<file path="src/rtl/ebuf_pkg.sv">
// Shared helpers for the ebuf_fifo elastic buffer: width functions and transfer encoding.
// The optional flush port is enabled by defining EBUF_FLUSH_EN.
package ebuf_pkg;

    // Pointer width; a single-entry buffer still gets a 1-bit pointer.
    function automatic int unsigned ebuf_clog2(input int unsigned n);
        return (n <= 2) ? 1 : $clog2(n);
    endfunction

    function automatic int unsigned ebuf_ptr_w(input int unsigned depth);
        return ebuf_clog2(depth);
    endfunction

    function automatic int unsigned ebuf_lvl_w(input int unsigned depth);
        return $clog2(depth + 1);
    endfunction

    // Bit order matches {push, pop}.
    typedef enum logic [1:0] {
        XferNone = 2'b00,
        XferPop  = 2'b01,
        XferPush = 2'b10,
        XferBoth = 2'b11
    } xfer_e;

endpackage

</file>
<file path="src/rtl/ebuf_ptr.sv">
// Circular pointer register for ebuf_fifo: wraps DEPTH-1 -> 0 by explicit compare.
// clr has priority over inc.
module ebuf_ptr
    import ebuf_pkg::*;
#(
    parameter int unsigned DEPTH = 2,
    parameter int unsigned PTR_W = ebuf_clog2(DEPTH)
) (
    input  logic             clk,
    input  logic             rst_n,
    input  logic             inc,
    input  logic             clr,
    output logic [PTR_W-1:0] ptr
);

    logic [PTR_W-1:0] ptr_q;
    logic [PTR_W-1:0] ptr_d;

    always_comb begin
        ptr_d = ptr_q;
        if (clr) begin
            ptr_d = '0;
        end else if (inc) begin
            ptr_d = (ptr_q == PTR_W'(DEPTH - 1)) ? '0 : ptr_q + PTR_W'(1);
        end
    end

    always_ff @(posedge clk or negedge rst_n) begin
        if (!rst_n) begin
            ptr_q <= '0;
        end else begin
            ptr_q <= ptr_d;
        end
    end

    assign ptr = ptr_q;

endmodule

</file>
<file path="src/rtl/ebuf_fifo.sv">
// Valid/ready elastic buffer with DEPTH-entry circular storage; handshakes decode only from
// the registered level. Define EBUF_FLUSH_EN to add the synchronous flush input.
module ebuf_fifo
    import ebuf_pkg::*;
#(
    parameter int unsigned DATA_WIDTH = 8,
    parameter int unsigned DEPTH      = 2
) (
    input  logic                       clk,
    input  logic                       rst_n,
    input  logic                       upstream_vld,
    output logic                       upstream_rdy,
    input  logic [DATA_WIDTH-1:0]      upstream_data,
    output logic                       downstream_vld,
    input  logic                       downstream_rdy,
    output logic [DATA_WIDTH-1:0]      downstream_data,
    output logic [$clog2(DEPTH+1)-1:0] level
`ifdef EBUF_FLUSH_EN
    ,
    input  logic                       flush
`endif
);

    localparam int unsigned PTR_W = ebuf_ptr_w(DEPTH);
    localparam int unsigned LVL_W = ebuf_lvl_w(DEPTH);

    logic [DATA_WIDTH-1:0] mem_q [DEPTH];
    logic [PTR_W-1:0]      wr_ptr;
    logic [PTR_W-1:0]      rd_ptr;
    logic [LVL_W-1:0]      level_q;
    logic [LVL_W-1:0]      level_d;
    logic                  push;
    logic                  pop;
    logic                  clr;
    xfer_e                 xfer;

    assign upstream_rdy   = (level_q != LVL_W'(DEPTH));
    assign downstream_vld = (level_q != '0);

    assign push = upstream_vld & upstream_rdy;
    assign pop  = downstream_vld & downstream_rdy;
    assign xfer = xfer_e'({push, pop});

`ifdef EBUF_FLUSH_EN
    assign clr = flush;
`else
    assign clr = 1'b0;
`endif

    ebuf_ptr #(
        .DEPTH (DEPTH),
        .PTR_W (PTR_W)
    ) u_wr_ptr (
        .clk   (clk),
        .rst_n (rst_n),
        .inc   (push),
        .clr   (clr),
        .ptr   (wr_ptr)
    );

    ebuf_ptr #(
        .DEPTH (DEPTH),
        .PTR_W (PTR_W)
    ) u_rd_ptr (
        .clk   (clk),
        .rst_n (rst_n),
        .inc   (pop),
        .clr   (clr),
        .ptr   (rd_ptr)
    );

    // A push in a flush cycle is discarded, so the write is suppressed too.
    always_ff @(posedge clk or negedge rst_n) begin
        if (!rst_n) begin
            for (int i = 0; i < int'(DEPTH); i++) begin
                mem_q[i] <= '0;
            end
        end else if (push && !clr) begin
            mem_q[wr_ptr] <= upstream_data;
        end
    end

    always_comb begin
        level_d = level_q;
        if (clr) begin
            level_d = '0;
        end else begin
            unique case (xfer)
                XferPush: level_d = level_q + LVL_W'(1);
                XferPop:  level_d = level_q - LVL_W'(1);
                default:  level_d = level_q;
            endcase
        end
    end

    always_ff @(posedge clk or negedge rst_n) begin
        if (!rst_n) begin
            level_q <= '0;
        end else begin
            level_q <= level_d;
        end
    end

    assign downstream_data = mem_q[rd_ptr];
    assign level           = level_q;

endmodule

</file>
<file path="config.mk">
export PLATFORM = sky130hd
export DESIGN_NAME = ebuf_fifo
export DESIGN_NICKNAME = d
export VERILOG_FILES = /design/src/rtl/ebuf_pkg.sv /design/src/rtl/ebuf_ptr.sv /design/src/rtl/ebuf_fifo.sv
export SDC_FILE = /design/constraint.sdc
export NUM_CORES = 1
export LEC_CHECK = 0
export CAP_MARGIN = 20
export CORE_UTILIZATION = 47
export CTS_CLUSTER_DIAMETER = 40
export CTS_CLUSTER_SIZE = 16
export DETAILED_ROUTE_END_ITERATION = 10
export PLACE_DENSITY = 0.77
export SKIP_CTS_REPAIR_TIMING = 1
export SYNTH_ARGS = -nofsm -noshare
export SYNTH_HDL_FRONTEND = slang
export SYNTH_SLANG_ARGS = --single-unit
</file>
<file path="constraint.sdc">
create_clock -name clk -period 2.1 [get_ports clk]
set_clock_uncertainty 0.2 [all_clocks]
set_input_delay 0.525 -clock clk [delete_from_list [all_inputs] [get_ports clk]]
set_output_delay 0.525 -clock clk [all_outputs]
set_load 0.02 [all_outputs]
</file>
==> results.md, run 1 <==
- The category of cells accounting for the largest share of critical-path delay is flip-flops.
- Entering global routing, the biggest net connects 21 pins.
- For the worst setup path, the data arrival time is 1.33 ns.
- In this run the horizontal extent of the chip is 47.4 microns.
- Final hold analysis gives a worst-case slack of 0.307 ns.
- The flow ran to the end, and the final reports show no timing, DRC or antenna violations.
- The post-DP HPWL is 1.19 mm.
- The worst setup margin is 0.0435 ns.
- The final total power is 2.16 mW.
- The power density normalized to cell area is 1690 nW/um^2.
- The part of the total power dissipated in sequential elements is 0.324.
- Across the run, the number of max-cap violations was 0.
- The count of input and output buffers is 23.
- The share of power burned in the clock network is 0.101.
- The final layout net count is 106.
- The worst path in the final design needs a cycle of 2.06 ns, including I/O delays and setup.
- The number of global-route vias before repair is 559.
- The CTS H-tree depth is 1.
- The mean instance size in the synthesized netlist is 16.1 sq um.
- Clock tree synthesis found a total of 20 sinks.
- TritonCTS built the clock tree.
- The biggest cell delay along the critical path is 0.38 ns.
- The number of cell rows is 16.
- The highest clock rate is 486 MHz.
- The startpoint type of the worst setup path is a register.
- The first-pass iteration count of the detailed router is 1.
- The number of fillers in the final layout is 155.
- For this run, design rule violations remaining after detail routing come to 0.
- Of the available clock period, the critical path in the final layout requires 0.979.
- The wire length of the first global-routing pass is 2.46 mm.
- The internal power is 1.40 mW.
- The clock slew at the register clock pins of the worst setup and hold paths is 0.11 ns.
- Of the total power, the share spent switching nets is 0.352.
- The hold violation total from the final report came to 0.
- The core region area is 1940 sq um.
- The count of buffering cells on the critical path with inverters included is 2.
- The net switching power figure is 0.758 mW.
- The maximum clock insertion buffer count is 2.
- Setup violations remaining at the end of the flow were counted as 0.
- The antenna diode count is 0.
- At the later pin of the worst-skew pair, clock insertion delay measures 0.29 ns.
- VDD sags by at most 999 uV.
- During I/O placement, the number of pins put on the boundary was 24.
- The initial utilization of the core area, before any placement, comes to 0.499.
- The worst pin sits at a relative slew slack of 0.836.
- The critical path in this run is classified as reg2out.
- Setup repair after global routing left no endpoint under its margin.
- The number of antenna violations at the first check in global routing is 0.
- The remaining global-route overflow is 0.
- The path class of the tightest hold or removal check is reg2reg.
- The worst-path maximum fanout is 4.
- When the netlist entered floorplanning its net count stood at 73.
- After detailed routing, the average wire length per cell comes to 13.9 microns.
- The final number of max-transition violations is 0.
- In the routed layout, each cell is associated on average with a via count of 4.72.
- The slowest stage of the critical path is the dfrtp_2 cell.
- The first-iteration detailed-routing DRC count is 0.
- Synthesis instantiated 15 different standard cells from the library.
- TritonCTS created 3 clock buffers.
- The global placer's final weighted congestion is 0.637.
- The number of register bits inferred by synthesis is 20.
- The overall via count from detail_route is 562.
- At the pin with the least slew margin, the transition time is 0.247 ns.
- The height of the die is 47.4 microns.
- The count of antenna-violating nets left after detailed routing is 0.
- Of the total power, combinational logic draws 0.575.
- The cell count after synthesis came out at 60.
- STA classifies the critical path endpoint as an output pin.
- The cell area after synthesis is 968 sq um.
- The worst setup slack after placement is -0.129 ns.
- The routed wire length is 1.65 mm.
- The most common library cell in the layout ignoring fill and taps is dfrtp_1.
- The global-route usage over all layers is 0.163.
- Traced cell by cell, the critical path runs through buf_4 -> mux2_2 -> dlymetal6s2s_1.
- The total die area is 2250 sq um.
- The synthesis-to-finish area growth is 31.4%.
- For this run, the register share of the synthesized area comes to 0.517.
- The analysis attributes to cell leakage a power of 0.620 nW.
- The top cell types in the final layout, fill and taps aside, are dfrtp_1, mux2_4, clkdlybuf4s50_1.
- The share of post-route cells with drive strength above 1 is 0.522.
- The yosys synthesis warning count is 0.
- The cell at the root of the clock tree is clkbuf_4.
- The data required time at the worst endpoint is 1.37 ns.
routing by layer:
metal | global-route usage | part of all wire
met2 | 0.263 | 0.47
met5 | 0 | 0
met3 | 0.0346 | 0.036
met4 | 0.0514 | 0.0036
met1 | 0.219 | 0.49
cell type report:
class	instances	area (sq um)	area share
clock buffer	4	36.3	0.0285
sequential	20	502	0.394
multi-input combinational	37	440	0.346
tap	27	33.8	0.0265
timing repair buffer	31	260	0.205
stage by stage:
step | util | std cells | TNS [ns] | area, sq um
global route | 0.655 | 119 | 0 | 1270
detailed placement | 0.640 | 112 | -0.877 | 1240
finish | 0.655 | 119 | 0 | 1270
floorplan | - | 60 | 0 | 968
CTS | 0.659 | 116 | -4.09 | 1280
global placement | 0.640 | 112 | -0.737 | 1240
cell families after synthesis:
group	Yosys count	share of synthesized area
flip-flops	20	0.517
XOR/XNOR	5	0.0452
multiplexers	24	0.341
AND/OR/NAND/NOR	7	0.0556
adder cells (fa/ha/maj)	1	0.0129
buffers and inverters	3	0.0284
registers in the layout, indices dropped and copies added (netlist names):
register / flops
level: 2
u_rd_ptr.ptr: 1
mem_q: 16
u_wr_ptr.ptr: 1
power by group through the flow:
stage / logic (mW) / registers, mW / clock network [mW]
floorplan: 0.866 / 0.709 / 0
global placement: 1.26 / 0.731 / 0
detailed placement: 1.28 / 0.743 / 0
CTS: 1.29 / 0.737 / 0.225
global route: 1.32 / 0.725 / 0.242
finish: 1.24 / 0.699 / 0.218
final timing paths:
| path | start | to | slack, ns | depth (start not counted) |
|---|---|---|---|---|
| max | u_rd_ptr.ptr | downstream_data[2] | 0.04 | 3 |
| min | u_wr_ptr.ptr | u_wr_ptr.ptr | 0.31 | 1 |
| max reg2reg | level[0] | level[1] | 0.17 | 6 |
| min reg2reg | u_wr_ptr.ptr | u_wr_ptr.ptr | 0.31 | 1 |
| max in group asynchronous | rst_n | u_rd_ptr.ptr | 1.13 | 2 |
| min in group asynchronous | rst_n | mem_q[1] | 0.35 | 2 |
cells in the mapped netlist (all sizes together):
library cell	n	area, sq um
xnor2	3	26.3
and2	1	6.26
dfrtp	20	500
xor2	2	17.5
and3	1	11.3
mux2	24	330
nor2	1	3.75
ha	1	12.5
nand2	1	3.75
buf	3	27.5
nand2b	1	13.8
or2	1	6.26
and3b	1	8.76
Note: power is estimated with default switching activity, not from simulation.
==> inputs of run 2 (changes only) <==
CORE_MARGIN = 2   (was not set)
CORE_UTILIZATION = 43   (was 47)
PLACE_DENSITY = 0.74   (was 0.77)
clock period = 1.85 ns   (was 2.1 ns; I/O delays follow)
==> results.md, run 2 (same netlist as run 1, synthesis figures left out) <==
- The flow ran to the end, but the final reports show violations.
- The checks that failed: setup timing.
- The clock period minus final worst setup slack is 1.97 ns.
- The most common library cell in the layout ignoring fill and taps is dfrtp_1.
- The core region area is 2170 sq um.
- The cell at the root of the clock tree is clkbuf_4.
- Counting every sink on the clock net gives 20.
- After clock tree synthesis, the clock-pin slew on the worst setup and hold paths is 0.12 ns.
- The antenna diode count is 0.
- Row generation in the floorplan step produced 17 rows.
- The global placer's final weighted congestion is 0.642.
- The clock latency reported for the late side of the worst-skew pair is 0.31 ns.
- Of all nets on the critical path, the largest fanout is 5.
- The final number of max-transition violations is 0.
- The worst hold path belongs to the class in2async.
- The count of input and output buffers is 23.
- From synthesis to final layout, the design area changed by 38.9%.
- The largest vdd supply drop is 1160 uV.
- From bottom edge to top edge, the die measures 51.5 microns.
- The vias per cell is 4.64.
- The finished cells cover 1350 sq um.
- The final routed wire length divided by cell count is 14.3 microns.
- The flip-flop count of the largest register, all copies and words added is 16.
- The die covers 2650 sq um.
- The routed design has 1.74 mm of wire.
- The maximum number of pins on one net before global-route repair is 21.
- The hold violation total from the final report is 0.
- In this run the number of H-tree levels came out at 1.
- The total placed instance area is 1280 sq um.
- Data on the critical path arrives at its endpoint at 1.31 ns.
- The tool flagged a number of max-cap violations equal to 0.
- Overall power consumption after layout is estimated at 2.68 mW.
- More flip-flops sit in one register than any other, and that register is mem_q.
- The library cells used most frequently in the layout, excluding fill and tap cells, are dfrtp_1, mux2_4, clkdlybuf4s50_1.
- The first-iteration detailed-routing DRC count is 3.
- The number of antenna violations at the first check in global routing is 0.
- The maximum clock insertion buffer count is 2.
- The worst hold slack is 0.285 ns.
- In the final layout, the share of cells above drive strength 1 is 0.585.
- The data required time at the worst endpoint is 1.19 ns.
- The wire length of the first global-routing pass is 2.70 mm.
- The final layout contains 108 nets.
- The share of the cycle needed by the critical path after routing is 1.07.
- Fill cells in the final layout number 182.
- The startpoint type of the worst setup path is a register.
- The worst setup margin is -0.125 ns.
- TritonCTS built the clock tree.
- Prior to clock tree synthesis, the placed netlist has a worst setup slack of -0.282 ns.
- The post-DP HPWL is 1.12 mm.
- Measured against its own limit, the worst slew margin works out to 0.830.
- Setup violations remaining at the end of the flow were counted as 8.
- The power density normalized to cell area is 1990 nW/um^2.
- The final design utilization is 0.620.
- The initial cell density of the core is 0.446.
- Once placement completed, the tool counted placed cells totaling 115.
- The CTS buffer count is 3.
- The first TritonRoute pass finished after 2 iterations.
- The category of cells accounting for the largest share of critical-path delay is flip-flops.
- The top-level I/O count is 24.
- The non-filler instance count after layout is 122.
- Setup repair after global routing could not meet its margin everywhere.
- For this design the static power due to leakage is 0.633 nW.
- The overall via count from detail_route is 566.
- The slowest stage of the critical path belongs to the cell dfrtp_2.
- The element type at the critical path end is an output pin.
- For this run, design rule violations remaining after detail routing come to 0.
- On the worst path, the slowest cell contributes a delay of 0.40 ns.
- The setup slack of the worst register-to-register path is 0.09 ns.
- The count of buffering cells on the critical path with inverters included is 2.
- The critical path in this run is classified as reg2out.
- The number of global-route vias before repair is 574.
- Walking the worst path, the cells encountered are buf_6 -> mux2_2 -> buf_2.
- The final total negative setup slack is -0.895 ns.
- The count of antenna-violating nets left after detailed routing is 0.
- The highest clock rate is 506 MHz.
- The die is 51.5 microns wide.
- The worst-margin pin slew is 0.255 ns.
- For this run, the total global-route usage over all layers was measured as 0.145.
- The remaining global-route overflow is 0.
-- run 2: changes by cell type in the layout (fill, tap and decap cells not counted) --
cell,delta
buf_4,-1
dfrtp_2,+2
or2_4,+1
nor2_1,-1
buf_6,+9
dfrtp_1,-2
nor2_2,+1
buf_12,+1
buf_2,+1
dlymetal6s2s_1,-2
or2_2,-1
clkbuf_2,-6
-- run 2: worst paths after layout --
| kind | startpoint | endpoint | cells past startpoint |
|---|---|---|---|
| setup / recovery | u_rd_ptr.ptr | downstream_data[1] | 3 |
| hold / removal | rst_n | mem_q[11] | 2 |
| setup reg to reg | level[1] | level[1] | 6 |
| hold reg to reg | u_wr_ptr.ptr | u_wr_ptr.ptr | 1 |
| max in group asynchronous | rst_n | level[1] | 2 |
| min in group clk | u_wr_ptr.ptr | u_wr_ptr.ptr | 1 |
-- run 2: routing by layer --
layer  up-vias  global-route usage  part of all wire
met5         -                   0                 0
met4         0              0.0921             0.022
li1        275                   -                 -
met2        19               0.220              0.47
met3         4              0.0292             0.054
met1       268               0.188              0.45
-- run 2: power breakdown --
part | internal [mW] | switching, mW | leakage (nW)
registers | 0.673 | 0.129 | 0.232
clock network | 0.120 | 0.139 | 0.0210
logic | 0.981 | 0.641 | 0.380
total | 1.77 | 0.908 | 0.633
-- run 2: final cells by class --
| class | count | area (sq um) | share of cell area |
|---|---|---|---|
| sequential | 20 | 504 | 0.375 |
| clock buffer | 4 | 36.3 | 0.0270 |
| timing repair buffer | 33 | 324 | 0.241 |
| multi-input combinational | 37 | 445 | 0.331 |
| tap | 28 | 35.0 | 0.0260 |
==> inputs of run 3 (changes only) <==
CORE_UTILIZATION = 45   (was 43)
CTS_BUF_LIST = sky130_fd_sc_hd__clkbuf_8   (was not set)
PLACE_DENSITY = 0.77   (was 0.74)
==> results.md, run 3 (same netlist as run 1, synthesis figures left out) <==
- Summing over every cut layer, the via total after detailed routing is 572.
- The number of antenna diodes in the final layout is 0.
- In the global route stage, overall resource usage came out at 0.149.
- The wire length of the first global-routing pass is 2.80 mm.
- The worst-path maximum fanout is 4.
- The leakage power total is 0.652 nW.
- The first-iteration detailed-routing DRC count is 1.
- The highest clock rate is 521 MHz.
- The post-DP HPWL is 1.17 mm.
- The final number of max-transition violations is 0.
- The register area is 504 sq um.
- The final total power is 2.82 mW.
- The worst setup path is captured at an output pin.
- Summed over all nets, wire length on met3 after detailed routing comes to 94 microns.
- The register with the most flip-flops in the layout has 16 of them.
- The startpoint type of the worst setup path is a register.
- No sink is reached through more buffers than the 2 on the longest clock path.
- The tree built by TritonCTS fans out to 20 sinks.
- The tightest hold path in the finished design has a slack of 0.306 ns.
- Global routing finished with a remaining overflow of 0.
- For the worst-skew pair, the clock arrives at the later sink with an insertion delay of 0.25 ns.
- The total placed cells including tap cells is 114.
- The total area of multi-input combinational cells is 443 sq um.
- The hold violation total from the final report was 0.
- The final setup violation count is 7.
- The routed design uses 787 microns of met2 wire.
- The total non-filler cell area in the finished layout is 1370 sq um.
- The power density normalized to cell area is 2060 nW/um^2.
- Before CTS, the worst setup slack after placement is -0.304 ns.
- For the pin with the worst max-slew slack, the measured transition is 0.259 ns.
- 24 I/O pins were placed.
- The root buffer cell chosen for the clock tree is clkbuf_8.
- The number of antenna violations at the first check in global routing was 0.
- The count of antenna-violating nets left after detailed routing is 0.
- After layout, the worst setup slack is -0.0708 ns.
- The flow ran to the end, but the final reports show violations.
- For the worst setup path, the data arrival time is 1.26 ns.
- Compared with the post-synthesis result, the final layout area differs by 41.7%.
- The final layout net count is 108.
- The maximum number of pins on one net before global-route repair is 21.
- The checks that failed: setup timing.
- The horizontal extent of the die is 50.4 microns.
- TritonCTS created 3 clock buffers.
- The clock tree from TritonCTS is done.
- For this block, the routed nets add up to 1.75 mm of wire.
- The count of input and output buffers is 23.
- The length of routed wiring on met1 is 854 microns.
- The clock period minus final worst setup slack is 1.92 ns.
- The top layer used by detailed routing is met4.
- The number of global-route vias before repair came to 616.
- The share of the cycle needed by the critical path after routing is 1.04.
- Once placement finished, the instance area stood at 1260 sq um.
- The CTS H-tree depth is 1.
- The max-cap violation count is 0.
- The setup path with the least slack is of type reg2out.
- In the routed layout, each cell is associated on average with a via count of 4.73.
- The data required time at the worst endpoint is 1.19 ns.
- In this run the vertical extent of the chip is 50.4 microns.
- The min-delay analysis places its worst path in the category reg2reg.
- The global placer's final weighted congestion is 0.631.
- The top register by number of flip-flops is mem_q.
- The share of post-route cells with drive strength above 1 is 0.553.
- After clock tree synthesis, the clock-pin slew on the worst setup and hold paths is 0.08 ns.
- The initial utilization of the core area, before any placement, comes to 0.484.
- The final routed wire length divided by cell count is 14.4 microns.
- For this run, the detailed router's first-pass iteration total came to 3.
- The core region area is 2000 sq um.
- The floorplan step defined a die boundary enclosing 2540 sq um.
- The number of cell rows is 16.
- IR analysis of the VDD net gives a maximum drop of 1050 uV.
- The non-filler instance count after layout is 121.
- The number of remaining DRC errors is 0.
- The number of fillers in the final layout is 146.
- In the layout the commonest cells are dfrtp_1, mux2_4, clkdlybuf4s50_1.
- Setup repair after global routing could not meet its margin everywhere.
- The headroom to the max-slew limit is 0.827.
- The library cell used most frequently in the layout, excluding fill and tap cells, is dfrtp_1.
run 3: cell types whose count changed in the layout (fill, tap and decap cells not counted), sizes merged:
cell and delta:
bufinv +1, clkbuf -1, dlymetal6s2s +2, buf -2
run 3: cell type report:
type                    instances  area share
clock buffers                   3      0.0301
flip-flops and latches         20       0.367
clock inverters                 1      0.0219
well taps                      27      0.0246
multi-input cells              37       0.323
repair buffers                 33       0.233
run 3: worst max-delay path: stages, from the launching register on:
cell      delay [ns]
dfrtp_2         0.39
buf_6           0.13
mux2_2          0.33
clkbuf_2        0.15
run 3: path summary, 6_finish.rpt:
path | start | to | slack, ns | cells past startpoint
max | u_rd_ptr.ptr | downstream_data[5] | -0.07 | 3
min | u_wr_ptr.ptr | u_wr_ptr.ptr | 0.31 | 1
max reg2reg | level[1] | level[1] | 0.11 | 5
min reg2reg | u_wr_ptr.ptr | u_wr_ptr.ptr | 0.31 | 1
max in group asynchronous | rst_n | level[0] | 0.88 | 2
min in group asynchronous | rst_n | mem_q[3] | 0.34 | 2
run 3: through the flow:
step | setup TNS [ns] | util
after floorplan | 0 | -
after global placement | -3.48 | 0.631
after detailed placement | -3.73 | 0.631
after CTS | -5.53 | 0.666
after global routing | -0.632 | 0.686
final | -0.379 | 0.686
run 3: per-layer routing:
layer | vias up | GRT usage
li1 | 273 | -
met1 | 282 | 0.203
met2 | 15 | 0.232
met3 | 2 | 0.0238
met4 | 0 | 0.0676
met5 | - | 0
run 3: where the power goes:
group,internal [mW],switching [mW]
combinational,0.951,0.619
clock,0.288,0.144
sequential,0.675,0.144
